`src/rtl/mips_pkg.sv`:
```
// mips_pkg: shared types and constants for the MIPS core's multiply/divide
// sequencer (muldiv_unit) and its combinational step datapath (muldiv_step).
//   muldiv_op_t    - operation select: MULT, MULTU, DIV, DIVU
//   muldiv_state_t - sequencer states: IDLE, RUN, FIX
//   MULDIV_STEPS   - radix-2 iterations per operation
package mips_pkg;

    typedef enum logic [1:0] {
        OP_MULT  = 2'd0,
        OP_MULTU = 2'd1,
        OP_DIV   = 2'd2,
        OP_DIVU  = 2'd3
    } muldiv_op_t;

    typedef enum logic [1:0] {
        IDLE = 2'd0,
        RUN  = 2'd1,
        FIX  = 2'd2
    } muldiv_state_t;

    localparam int unsigned MULDIV_STEPS = 32;

    function automatic logic op_is_signed(input muldiv_op_t op);
        return (op == OP_MULT) || (op == OP_DIV);
    endfunction

endpackage

```
`src/rtl/muldiv_step.sv`:
```
// muldiv_step: one radix-2 iteration of the multiply/divide datapath.
// Purely combinational.
//   acc_i   - upper working register (partial product high / partial remainder)
//   q_i     - lower working register (multiplier / dividend, shifting out)
//   b_mag_i - multiplicand or divisor magnitude
//   is_div_i- 1: restoring shift-subtract, 0: shift-add
//   acc_o, q_o - next {acc, q}
module muldiv_step
    import mips_pkg::*;
#(
    parameter int WIDTH = 32
) (
    input  logic [WIDTH-1:0] acc_i,
    input  logic [WIDTH-1:0] q_i,
    input  logic [WIDTH-1:0] b_mag_i,
    input  logic             is_div_i,
    output logic [WIDTH-1:0] acc_o,
    output logic [WIDTH-1:0] q_o
);

    logic [WIDTH:0] sum;
    logic [WIDTH:0] shl;
    logic [WIDTH:0] diff;

    always_comb begin
        sum  = {1'b0, acc_i} + {1'b0, b_mag_i};
        shl  = {acc_i, q_i[WIDTH-1]};
        diff = shl - {1'b0, b_mag_i};
        if (is_div_i) begin
            // acc < divisor always holds, so shl < 2*divisor: bit WIDTH of the
            // difference is exactly the borrow (shl < divisor).
            if (!diff[WIDTH]) begin
                acc_o = diff[WIDTH-1:0];
                q_o   = {q_i[WIDTH-2:0], 1'b1};
            end else begin
                acc_o = shl[WIDTH-1:0];
                q_o   = {q_i[WIDTH-2:0], 1'b0};
            end
        end else if (q_i[0]) begin
            {acc_o, q_o} = {sum, q_i[WIDTH-1:1]};
        end else begin
            {acc_o, q_o} = {1'b0, acc_i, q_i[WIDTH-1:1]};
        end
    end

endmodule

```
`src/rtl/muldiv_unit.sv`:
```
// muldiv_unit: iterative MULT/MULTU/DIV/DIVU sequencer owning HI/LO, plus
// MTHI/MTLO writes. Operations take 33 cycles from start to commit.
//   clk, rst        - clock, asynchronous active-high reset
//   start, op, a, b - launch an operation (a: rs, b: rt)
//   flush           - abort an in-flight operation without committing
//   hi_we, lo_we, wdata - MTHI/MTLO, accepted only while not busy
//   busy            - operation in flight
//   done            - one-cycle pulse after HI/LO commit
//   hi, lo          - HI/LO registers
// Macro MULDIV_FAST_MUL_EN: MULT/MULTU complete in a single cycle with a
// combinational multiplier; divides remain iterative.
module muldiv_unit
    import mips_pkg::*;
#(
    parameter int WIDTH = 32
) (
    input  logic             clk,
    input  logic             rst,
    input  logic             start,
    input  muldiv_op_t       op,
    input  logic [WIDTH-1:0] a,
    input  logic [WIDTH-1:0] b,
    input  logic             flush,
    input  logic             hi_we,
    input  logic             lo_we,
    input  logic [WIDTH-1:0] wdata,
    output logic             busy,
    output logic             done,
    output logic [WIDTH-1:0] hi,
    output logic [WIDTH-1:0] lo
);

    muldiv_state_t    state_q, state_d;
    logic [4:0]       cnt_q, cnt_d;
    logic [WIDTH-1:0] acc_q, acc_d, q_q, q_d, bmag_q, bmag_d;
    logic [WIDTH-1:0] hi_q, hi_d, lo_q, lo_d;
    logic             isdiv_q, isdiv_d, neg_q, neg_d, remneg_q, remneg_d;
    logic             div0_q, div0_d, done_q, done_d;

    logic             a_neg, b_neg;
    logic [WIDTH-1:0] a_mag, b_mag, step_acc, step_q;
    logic [2*WIDTH-1:0] prod;

    assign a_neg = op_is_signed(op) & a[WIDTH-1];
    assign b_neg = op_is_signed(op) & b[WIDTH-1];
    assign a_mag = a_neg ? -a : a;
    assign b_mag = b_neg ? -b : b;
    assign prod  = {acc_q, q_q};

`ifdef MULDIV_FAST_MUL_EN
    logic [2*WIDTH-1:0] fast_mag;
    assign fast_mag = {{WIDTH{1'b0}}, a_mag} * {{WIDTH{1'b0}}, b_mag};
`endif

    muldiv_step #(.WIDTH(WIDTH)) u_step (
        .acc_i   (acc_q),
        .q_i     (q_q),
        .b_mag_i (bmag_q),
        .is_div_i(isdiv_q),
        .acc_o   (step_acc),
        .q_o     (step_q)
    );

    always_comb begin
        state_d  = state_q;
        cnt_d    = cnt_q;
        acc_d    = acc_q;
        q_d      = q_q;
        bmag_d   = bmag_q;
        isdiv_d  = isdiv_q;
        neg_d    = neg_q;
        remneg_d = remneg_q;
        div0_d   = div0_q;
        hi_d     = hi_q;
        lo_d     = lo_q;
        done_d   = 1'b0;
        case (state_q)
            IDLE: begin
                if (hi_we) hi_d = wdata;
                if (lo_we) lo_d = wdata;
                if (start && !flush) begin
`ifdef MULDIV_FAST_MUL_EN
                    if (!op[1]) begin
                        {hi_d, lo_d} = (a_neg ^ b_neg) ? -fast_mag : fast_mag;
                        done_d       = 1'b1;
                    end else
`endif
                    begin
                        state_d  = RUN;
                        cnt_d    = '0;
                        acc_d    = '0;
                        q_d      = a_mag;
                        bmag_d   = b_mag;
                        isdiv_d  = op[1];
                        neg_d    = a_neg ^ b_neg;
                        remneg_d = a_neg;
                        div0_d   = op[1] && (b == '0);
                    end
                end
            end
            RUN: begin
                if (flush) begin
                    state_d = IDLE;
                end else begin
                    acc_d = step_acc;
                    q_d   = step_q;
                    cnt_d = cnt_q + 5'd1;
                    if (cnt_q == 5'(MULDIV_STEPS - 1)) state_d = FIX;
                end
            end
            FIX: begin
                state_d = IDLE;
                if (!flush) begin
                    done_d = 1'b1;
                    if (isdiv_q) begin
                        // Divide by zero leaves |a| in acc, so the dividend-sign
                        // fixup already yields HI = a; only LO needs forcing.
                        lo_d = div0_q ? '1 : (neg_q ? -q_q : q_q);
                        hi_d = remneg_q ? -acc_q : acc_q;
                    end else begin
                        {hi_d, lo_d} = neg_q ? -prod : prod;
                    end
                end
            end
            default: state_d = IDLE;
        endcase
    end

    always_ff @(posedge clk or posedge rst) begin
        if (rst) begin
            state_q  <= IDLE;
            cnt_q    <= '0;
            acc_q    <= '0;
            q_q      <= '0;
            bmag_q   <= '0;
            isdiv_q  <= 1'b0;
            neg_q    <= 1'b0;
            remneg_q <= 1'b0;
            div0_q   <= 1'b0;
            hi_q     <= '0;
            lo_q     <= '0;
            done_q   <= 1'b0;
        end else begin
            state_q  <= state_d;
            cnt_q    <= cnt_d;
            acc_q    <= acc_d;
            q_q      <= q_d;
            bmag_q   <= bmag_d;
            isdiv_q  <= isdiv_d;
            neg_q    <= neg_d;
            remneg_q <= remneg_d;
            div0_q   <= div0_d;
            hi_q     <= hi_d;
            lo_q     <= lo_d;
            done_q   <= done_d;
        end
    end

    assign busy = (state_q != IDLE);
    assign done = done_q;
    assign hi   = hi_q;
    assign lo   = lo_q;

endmodule

```
`config.mk`:
```
export PLATFORM = sky130hd
export DESIGN_NAME = muldiv_unit
export DESIGN_NICKNAME = d
export VERILOG_FILES = /design/src/rtl/mips_pkg.sv /design/src/rtl/muldiv_step.sv /design/src/rtl/muldiv_unit.sv
export SDC_FILE = /design/constraint.sdc
export NUM_CORES = 1
export LEC_CHECK = 0
export BUFFER_PORTS_ARGS = -buffer_cell sky130_fd_sc_hd__buf_2
export CAP_MARGIN = 25
export CORE_UTILIZATION = 43
export DETAILED_ROUTE_END_ITERATION = 7
export PLACE_DENSITY = 0.66
export SETUP_SLACK_MARGIN = 0.05
export SKIP_CTS_REPAIR_TIMING = 1
export SYNTH_ARGS = -nofsm -noshare
export SYNTH_HDL_FRONTEND = slang
export SYNTH_SLANG_ARGS = --single-unit
```
`constraint.sdc`:
```
create_clock -name clk -period 17.4 [get_ports clk]
set_input_delay 3.48 -clock clk [delete_from_list [all_inputs] [get_ports clk]]
set_output_delay 3.48 -clock clk [all_outputs]
set_load 0.01 [all_outputs]
```
==> out/results.txt, run 1 <==
status = completed
leak pwr = 0.00724 µW
DIE AREA = 34,900 µm²
most frequent cells in the layout = nand2_1 (263), o21ai_0 (229), dfrtp_1 (171)
vias in the first global route = 13,300
routed vias/inst = 5.99
Highest Signal Layer = met4
CP Max Fanout = 7
global route total overflow = 0
most common cell after layout, fill and taps aside = nand2_1
WP buf/inv = 1
n_diodes = 0
skew final = 0.0139 ns
register area share after synthesis = 29.3%
peak supply drop = 80.6 µV
Post-synth EDFFs = 0
Final nets = 2,130
crit path max-delay cell type = or4_1
drt pass-1 iters = 7
Ys Warns = 0
first-pass GRT wire length = 75.7 mm
routed wire length = 48.5 mm
Slew Limit Fails = 0
crit path cell chain = buf_2, or4_1, nor4_1, nor4b_1, nor3b_2, nand2_1, o21ai_0, xor2_1, o21ai_0
metal2 WL = 20.4 mm
CP top delay family = simple AND/OR/NAND/NOR gates
Post-synth ARST share = 100%
Rel. slew slack = 25.2%
Setup TNS = 0 ns
HP Class = reg -> reg
fmax = 0.171 GHz
clock root buffer = clkbuf_16
Netlist cell types = 83
final hold vios = 0
total power = 2570 µW
# clock sinks = 172
detailed placer's ending HPWL = 37.1 mm
syn nets = 2,043
Core ar. = 33,500 µm²
clk_lat worst skew = 0.45 ns
startpoint class of the critical path = input pin
Worst Max-Slew Pin Slew = 1.12 ns
GPL Wtd Cong = 1.00
Worst-path clk slew = 0.07 ns
Top FF cell, synth = dfrtp_1
H-tree depth reported by CTS = 4
Final Cycle Share = 33.5%
Syn Inst Count = 1,867
io pins = 170
Metal-1 WL = 22.4 mm
Crit Path Class = in -> reg
Die Span Y = 187 µm
DRC Markers = 0
CTS tree = built
CTS buffer count = 17
port bufs = 169
RSZ-0062 raised after global routing = false
Initial Utilization = 43.8%
min cycle time layout = 5.84 ns
DRT antenna net count = 0
Max stage delay on crit path = 0.57 ns
num rows = 67
metal3 WL = 3.98 mm
layout cells sized above 1 = 12.7%
Total GRT Usage = 27.5%
PD cells = 157 nW/µm²
Mean Syn Cell Area = 7.86 µm²
Vias = 14,500
Critical Path Most Common Cell = o21ai_0
Worst EP required = 17.69 ns
Max Cap Violations = 0
Die W = 187 µm
Synth Register Bits = 172
initial antenna violation count = 0
WL/cell = 20.1 µm
Initial DRC Count = 1,163
pin count of the biggest net entering global routing = 86
cell area after synthesis = 14,700 µm²
Synth-to-Final Area Change = 11.4%
WP data arrival = 6.12 ns
Bufs on Longest Clock Path = 2
Critical Path End Type = flop
# setup viols final = 0
## worst paths after layout
kind,startpoint,endpoint,slack [ns],depth (start not counted)
worst max-delay path,b[8],bmag_q[29],11.56,9
worst min-delay path,hi[3],hi[3],0.48,2
worst max register to register,acc_q[0],acc_q[19],13.22,12
worst min register to register,hi[3],hi[3],0.48,2
max in group asynchronous,rst,hi[22],13.10,3
min in group asynchronous,rst,lo[12],3.06,2
## cell usage after synthesis, drive strengths merged, types with 4 or more instances
| cell type | number | area (µm²) |
|---|---|---|
| a22oi | 4 | 30.0 |
| o211ai | 10 | 75.1 |
| nor3b | 7 | 57.6 |
| or4 | 11 | 86.3 |
| nand2b | 23 | 144 |
| o21a | 6 | 45.0 |
| o21bai | 7 | 52.6 |
| a311oi | 4 | 35.0 |
| and3 | 19 | 119 |
| a21o | 23 | 173 |
| o21ai | 232 | 1160 |
| inv | 62 | 233 |
| ha | 70 | 876 |
| nor4 | 18 | 113 |
| nor3 | 33 | 170 |
| o22ai | 34 | 213 |
| and2 | 7 | 43.8 |
| mux2 | 4 | 45.0 |
| clkbuf | 99 | 437 |
| a21oi | 147 | 736 |
| nand2 | 264 | 993 |
| buf | 16 | 86.3 |
| or2 | 5 | 31.3 |
| o41ai | 19 | 174 |
| a31oi | 18 | 113 |
| xnor2 | 107 | 937 |
| o31ai | 27 | 203 |
| a22o | 8 | 70.1 |
| nand4 | 11 | 68.8 |
| mux2i | 60 | 601 |
| xor2 | 63 | 552 |
| nor4b | 6 | 67.6 |
| a221oi | 5 | 50.0 |
| nor2 | 102 | 383 |
| nor2b | 16 | 100 |
| nand3 | 45 | 225 |
| a21boi | 4 | 30.0 |
| a221o | 8 | 80.1 |
| dfrtp | 172 | 4300 |
| or3 | 21 | 143 |
| nand3b | 7 | 52.6 |
| a211oi | 21 | 158 |
## routing by layer
layer / vias up / global-route usage (%)
li1: 6915 / -
met1: 6839 / 39.7
met2: 644 / 40.2
met3: 74 / 5.25
met4: 0 / 11.1
met5: - / 0
## where the power goes
group          internal [µW]  total [µW]  leakage, µW  switching [µW]
Sequential               493         700      0.00214             206
Clock                    206         400     0.000294             194
Combinational            607        1470      0.00480             861
Total                   1310        2570      0.00724            1260
## per-stage QoR
stage	setup WS [ns]	instances	instance area, µm²	hold slack [ns]	utilization (%)
final	11.56	2415	16300	0.478	48.7
after global routing	11.32	2415	16300	0.506	48.7
after CTS	11.60	2414	16300	0.482	48.7
after detailed placement	11.14	2382	15700	0.465	46.9
after global placement	11.22	2381	15700	0.455	46.8
after floorplan	9.26	1867	14700	0.454	-
## layout make-up
| class | instances | area, µm² |
|---|---|---|
| inverters | 64 | 245 |
| clock buffers | 17 | 425 |
| fillers | 3362 | 17200 |
| flip-flops and latches | 172 | 4310 |
| clock inverters | 15 | 176 |
| well taps | 448 | 561 |
| multi-input cells | 1515 | 9650 |
| repair buffers | 184 | 982 |
## tightest hold or removal path, cell delays in order, from the launching register on
cell and delay (ns):
dfrtp_1 0.34, nand2_1 0.05, o21ai_0 0.06
## registers in the layout (all words and copies together), names as in the netlist
| name | flops |
|---|---|
| div0_q | 1 |
| state_q | 2 |
| acc_q | 32 |
| q_q | 32 |
| remneg_q | 1 |
| bmag_q | 32 |
| done | 1 |
| lo | 32 |
| cnt_q | 5 |
| neg_q | 1 |
| isdiv_q | 1 |
| hi | 32 |
## logic make-up (layout without fill, tap and decap cells)
logic type | after synthesis | count (layout) | synth area share [%]
buffers and inverters | 180 | 280 | 5.28
XOR/XNOR | 170 | 170 | 10.1
AND/OR/NAND/NOR | 601 | 601 | 19.4
AO/OA/AOI/OAI | 608 | 608 | 25.2
multiplexers | 64 | 64 | 4.40
adder cells (fa/ha/maj) | 72 | 72 | 6.24
flip-flops | 172 | 172 | 29.3
(Power assumes the default switching activity.)
==> run 2, diff against run 1 <==
==> constraint.sdc (replaced) <==
create_clock -name clk -period 5.8 [get_ports clk]
set_input_delay 1.16 -clock clk [delete_from_list [all_inputs] [get_ports clk]]
set_output_delay 1.16 -clock clk [all_outputs]
set_load 0.01 [all_outputs]
==> out/results.txt, run 2 (same netlist as run 1, synthesis figures left out) <==
pre-CTS setup slack = 1.93 ns (-9.21 ns)
Final Cycle Share = 69.0%
# setup viols final = 0 (unchanged)
Worst EP required = 6.14 ns (-11.55 ns)
num rows = 67 (unchanged)
io pins = 170 (unchanged)
routed wire length = 48.3 mm (-0.41%)
most frequent cells in the layout = nand2_1 (263), o21ai_0 (229), dfrtp_1 (171)
Max stage delay on crit path = 0.74 ns (+0.17 ns)
layout cells sized above 1 = 12.7% (unchanged)
Layout Cells excl Fill = 2,415 (unchanged)
port bufs = 169 (unchanged)
crit path cell chain = inv_1, ha_1, fa_1, nand2b_1, a21oi_1, o21a_1, nand3b_1, a21bo_2, a221oi_4, buf_12, mux2i_1, a21oi_1, a22o_1
Rel. slew slack = 29.4% (+4.2 points)
global route total overflow = 0 (unchanged)
Vias = 14,400 (-0.37%)
most common cell after layout, fill and taps aside = nand2_1
CTS tree = built
Placed Cells = 2,382 (unchanged)
clk_lat worst skew = 0.45 ns (about the same)
detailed placer's ending HPWL = 37.2 mm (+0.32%)
WL/cell = 20.0 µm (-0.41%)
startpoint class of the critical path = flop
post-route worst setup slack = 1.80 ns (-9.76 ns)
Max Cap Violations = 0 (unchanged)
Initial Utilization = 43.8% (unchanged)
min cycle time layout = 4.00 ns
DIE AREA = 34,900 µm² (unchanged)
leak pwr = 0.00722 µW (-0.18%)
Setup TNS = 0 ns (unchanged)
Worst Max-Slew Pin Slew = 1.06 ns (-0.0624 ns)
Total GRT Usage = 27.4% (-0.14 points)
Worst-path clk slew = 0.08 ns (about the same)
CP Max Fanout = 30 (+23)
crit path max-delay cell type = a221oi_4
Die W = 187 µm (unchanged)
Initial DRC Count = 1,315 (+13%)
Die Span Y = 187 µm (unchanged)
clock root buffer = clkbuf_16
Crit Path Class = reg -> reg
H-tree depth reported by CTS = 4 (unchanged)
skew final = 0.0166 ns (+0.00275 ns)
PD cells = 473 nW/µm² (+200%)
CTS buffer count = 17 (unchanged)
HP Class = reg -> reg
Critical Path Most Common Cell = a21oi_1
Layout Utilization = 48.7% (about the same)
vias in the first global route = 13,100 (-1.0%)
# clock sinks = 172 (unchanged)
pin count of the biggest net entering global routing = 173 (+100%)
status = completed
WP buf/inv = 2 (+1)
Slew Limit Fails = 0 (unchanged)
RSZ-0062 raised after global routing = false
initial antenna violation count = 0 (unchanged)
drt pass-1 iters = 8 (+1)
routed vias/inst = 5.97 (-0.37%)
Final nets = 2,130 (unchanged)
GPL Wtd Cong = 0.993 (-0.79%)
fmax = 0.250 GHz
final hold vios = 0 (unchanged)
WP data arrival = 4.34 ns (-1.78 ns)
CP top delay family = compound AO/OA/AOI/OAI gates
Core ar. = 33,500 µm² (unchanged)
peak supply drop = 256 µV (+220%)
Synth-to-Final Area Change = 11.3% (about the same)
n_diodes = 0 (unchanged)
Worst Hold Slack = 0.476 ns (-0.00254 ns)
Critical Path End Type = flop
DRC Markers = 0 (unchanged)
first-pass GRT wire length = 75.3 mm (-0.52%)
Bufs on Longest Clock Path = 2 (unchanged)
DRT antenna net count = 0 (unchanged)
run 2: routing by layer:
metal	vias to the layer above	wire length (µm)	track usage [%]
met2	628	20900	41.6
met1	6836	22500	40.5
met4	0	977	6.87
met5	-	0	0
met3	52	3930	4.01
li1	6902	-	-
run 2: metrics by stage:
step	power, µW	cell area, µm²
floorplan	5240	14700
global placement	6380	15700
CTS	7650	16300
detailed placement	6450	15700
finish	7730	16300
global route	8260	16300
run 2: layout make-up:
cell class,instances,area [µm²]
clock inverter,15,170
multi-input combinational,1515,9650
tap,448,561
fill,3300,17200
clock buffer,17,425
inverter,64,244
sequential,172,4310
timing repair buffer,184,983
run 2: final timing paths:
check	startpoint	cells past startpoint	slack (ns)	end
max	q_q[31]	13	1.80	acc_q[3]
min	hi[20]	2	0.48	hi[20]
max reg2reg	q_q[31]	13	1.80	acc_q[3]
min reg2reg	hi[20]	2	0.48	hi[20]
max in group asynchronous	rst	3	4.00	isdiv_q
min in group asynchronous	rst	3	0.95	acc_q[31]
run 2: power breakdown:
group | switching (µW) | total (µW) | internal (µW)
clock | 598 | 1180 | 581
combinational | 2610 | 4460 | 1850
sequential | 617 | 2100 | 1480
total | 3820 | 7730 | 3910
run 2: tightest hold or removal path, cell delays in order (launching register included):
cell and delay [ns]:
dfrtp_1 0.34, nand2_1 0.05, nand3_1 0.05
==> run 3, diff against run 2 <==
--- a/config.mk
+++ b/config.mk
@@ -5,11 +5,12 @@
 export SDC_FILE = /design/constraint.sdc
 export NUM_CORES = 1
 export LEC_CHECK = 0
+export ABC_AREA = 1
 export BUFFER_PORTS_ARGS = -buffer_cell sky130_fd_sc_hd__buf_2
 export CAP_MARGIN = 25
 export CORE_UTILIZATION = 43
 export DETAILED_ROUTE_END_ITERATION = 7
-export PLACE_DENSITY = 0.66
+export PLACE_DENSITY = 0.65
 export SETUP_SLACK_MARGIN = 0.05
 export SKIP_CTS_REPAIR_TIMING = 1
 export SYNTH_ARGS = -nofsm -noshare
==> constraint.sdc (replaced) <==
create_clock -name clk -period 4.1 [get_ports clk]
set_input_delay 0.82 -clock clk [delete_from_list [all_inputs] [get_ports clk]]
set_output_delay 0.82 -clock clk [all_outputs]
set_load 0.01 [all_outputs]
==> out/results.txt, run 3 <==
# clock sinks = 172 (unchanged)
DRC Markers = 0 (unchanged)
num rows = 73 (+9.0%)
cell area after placement = 18,800 µm² (+20%)
# setup viols final = 0 (unchanged)
Crit Path Class = reg -> reg
routed vias/inst = 5.56 (-6.9%)
port bufs = 169 (unchanged)
Worst-path clk slew = 0.08 ns (about the same)
Post-synth EDFFs = 0 (unchanged)
first-pass GRT wire length = 110 mm (+46%)
fmax = 0.337 GHz (+35%)
Post-synth ARST share = 100% (unchanged)
global route total overflow = 0 (unchanged)
DIE AREA = 41,600 µm² (+19%)
Design Area, Final = 19,400 µm² (+19%)
Max stage delay on crit path = 0.46 ns (-0.28 ns)
CP Max Fanout = 32 (+6.7%)
Worst EP required = 4.46 ns (-1.68 ns)
startpoint class of the critical path = flop
most numerous cell in the Yosys netlist = nand2_1
Syn Inst Count = 3,043 (+63%)
H-tree depth reported by CTS = 4 (unchanged)
synth cell count leaders = nand2_1 (950), inv_1 (384), nor2_1 (384), a21oi_1 (298), nand3_1 (240)
most frequent cells in the layout = nand2_1 (950), inv_1 (383), nor2_1 (381)
crit path cell chain = inv_1, ha_1, fa_1, inv_1, nand2_1, nand2_1, nand3_1, nand2_1, nand2_1, nand2_1, nand2_2, nand2_2, nand2_2, nand2_4, nand2_1, nand2_1, nand2_1, nand2_1, nand2_1
Layout Utilization = 48.6% (-0.16 points)
min cycle time layout = 2.97 ns (-1.03 ns)
io pins = 170 (unchanged)
Max Cap Violations = 0 (unchanged)
Netlist cell types = 46 (-45%)
Die Span Y = 204 µm (+9.2%)
peak supply drop = 376 µV (+47%)
crit path max-delay cell type = dfrtp_1
RSZ-0062 raised after global routing = false
Setup TNS = 0 ns (unchanged)
status = completed
GPL Wtd Cong = 0.999 (+0.58%)
met1 usage = 48.9% (+8.4 points)
Critical Path End Type = flop
Die W = 204 µm (+9.2%)
Layout Cells excl Fill = 3,696 (+53%)
layout cells sized above 1 = 8.96% (-3.7 points)
Rel. slew slack = 30.3% (+0.96 points)
CTS tree = built
cell area after synthesis = 17,500 µm² (+19%)
Slew Limit Fails = 0 (unchanged)
final hold vios = 0 (unchanged)
CTS buffer count = 17 (unchanged)
initial antenna violation count = 1 (+1)
n_diodes = 0 (unchanged)
register area share after synthesis = 24.6% (-4.8 points)
Worst Hold Slack = 0.289 ns (-0.187 ns)
Synth-to-Final Area Change = 10.8%
detailed placer's ending HPWL = 57.5 mm (+54%)
Mean Syn Cell Area = 5.76 µm² (-27%)
drt pass-1 iters = 5 (-3)
Bufs on Longest Clock Path = 2 (unchanged)
HP Class = in -> async
WL/cell = 19.5 µm (-2.6%)
skew final = 0.0177 ns (+0.00113 ns)
GRT met3 Usage = 5.63% (+1.6 points)
Initial Utilization = 43.8% (+0.059 points)
Top FF cell, synth = dfrtp_1
Synth Register Bits = 172 (unchanged)
Final Cycle Share = 72.3% (+3.4 points)
clk_lat worst skew = 0.47 ns (+0.02 ns)
top area cells in the synthesized netlist = dfrtp_1 (25%), nand2_1 (20%), a21oi_1 (8.5%)
syn nets = 3,219 (+58%)
leak pwr = 0.0101 µW (+40%)
most common cell after layout, fill and taps aside = nand2_1
routed wire length = 72.0 mm (+49%)
Worst Max-Slew Pin Slew = 1.04 ns (-0.0133 ns)
DRT antenna net count = 0 (unchanged)
GR Util met2 = 53.4% (+12 points)
Core ar. = 40,000 µm² (+19%)
Total GRT Usage = 34.8% (+7.4 points)
Critical Path Most Common Cell = nand2_1
pin count of the biggest net entering global routing = 75 (-57%)
vias in the first global route = 18,800 (+43%)
PD cells = 636 nW/µm² (+34%)
Final nets = 3,334 (+57%)
Most Crowded Layer GR = met2
Ys Warns = 0 (unchanged)
WP data arrival = 3.33 ns (-1.01 ns)
Yosys top cell area share = 24.6% (-4.8 points)
clock root buffer = clkbuf_16
cell taking the most area after synthesis = dfrtp_1
Vias = 20,500 (+42%)
Initial DRC Count = 2,015 (+53%)
Placed Cells = 3,664 (+54%)
run 3: cell count changes in the layout (fill, tap and decap cells not counted), sizes merged, moves of 26 or more:
cell / delta
o21ai: -41
mux2i: -60
nand2: +696
inv: +331
nor2: +291
xor2: -26
a21oi: +151
xnor2: -99
nand3: +196
o22ai: -32
run 3: kinds of logic after synthesis:
kind of cell    Yosys count  share of synthesized area [%]
xor+xnor                 45                           2.25
fa+ha+maj                72                           5.22
compound gates          553                           16.6
simple gates           1704                           40.3
flops                   172                           24.6
buf+inv                 497                           11.1
run 3: layer usage:
layer	share of wire, %	up-vias	routed length [µm]
met5	0	-	0
met4	3.3	0	2350
met3	8.9	105	6380
met2	43	955	31200
met1	45	9460	32100
li1	-	10000	-
run 3: power breakdown:
group	total, µW	internal, µW	switching [µW]
Clock	1660	811	847
Sequential	2910	2100	817
Combinational	7780	2420	5360
run 3: final timing paths:
path,start,to,slack [ns],cells past startpoint
max reg2reg,q_q[31],acc_q[26],1.13,19
min,rst,acc_q[8],0.29,2
min reg2reg,lo[5],lo[5],0.49,2
max in group asynchronous,rst,bmag_q[27],2.93,3
max,q_q[31],acc_q[26],1.13,19
min in group clk,lo[5],lo[5],0.49,2
run 3: final cells by class:
cell class	instances	area [µm²]
clock inverters	14	149
repair buffers	199	1100
clock buffers	18	429
fillers	4368	20600
flip-flops and latches	172	4310
inverters	394	1490
multi-input cells	2374	11300
well taps	525	657
run 3: stage by stage:
step                      setup WS, ns  total power, µW
final                             1.13            12400
after floorplan                   1.08             8080
after CTS                         1.12            12200
after detailed placement          1.16            10500
after global routing             0.888            13400
after global placement            1.20            10500
run 3: critical path, delay by kind of cell, from the launching register on:
kind	cells	cell delay (ns)
adders and majority gates	2	0.67
buffers and inverters	2	0.26
and+or+nand+nor	15	1.45
DFF	1	0.46
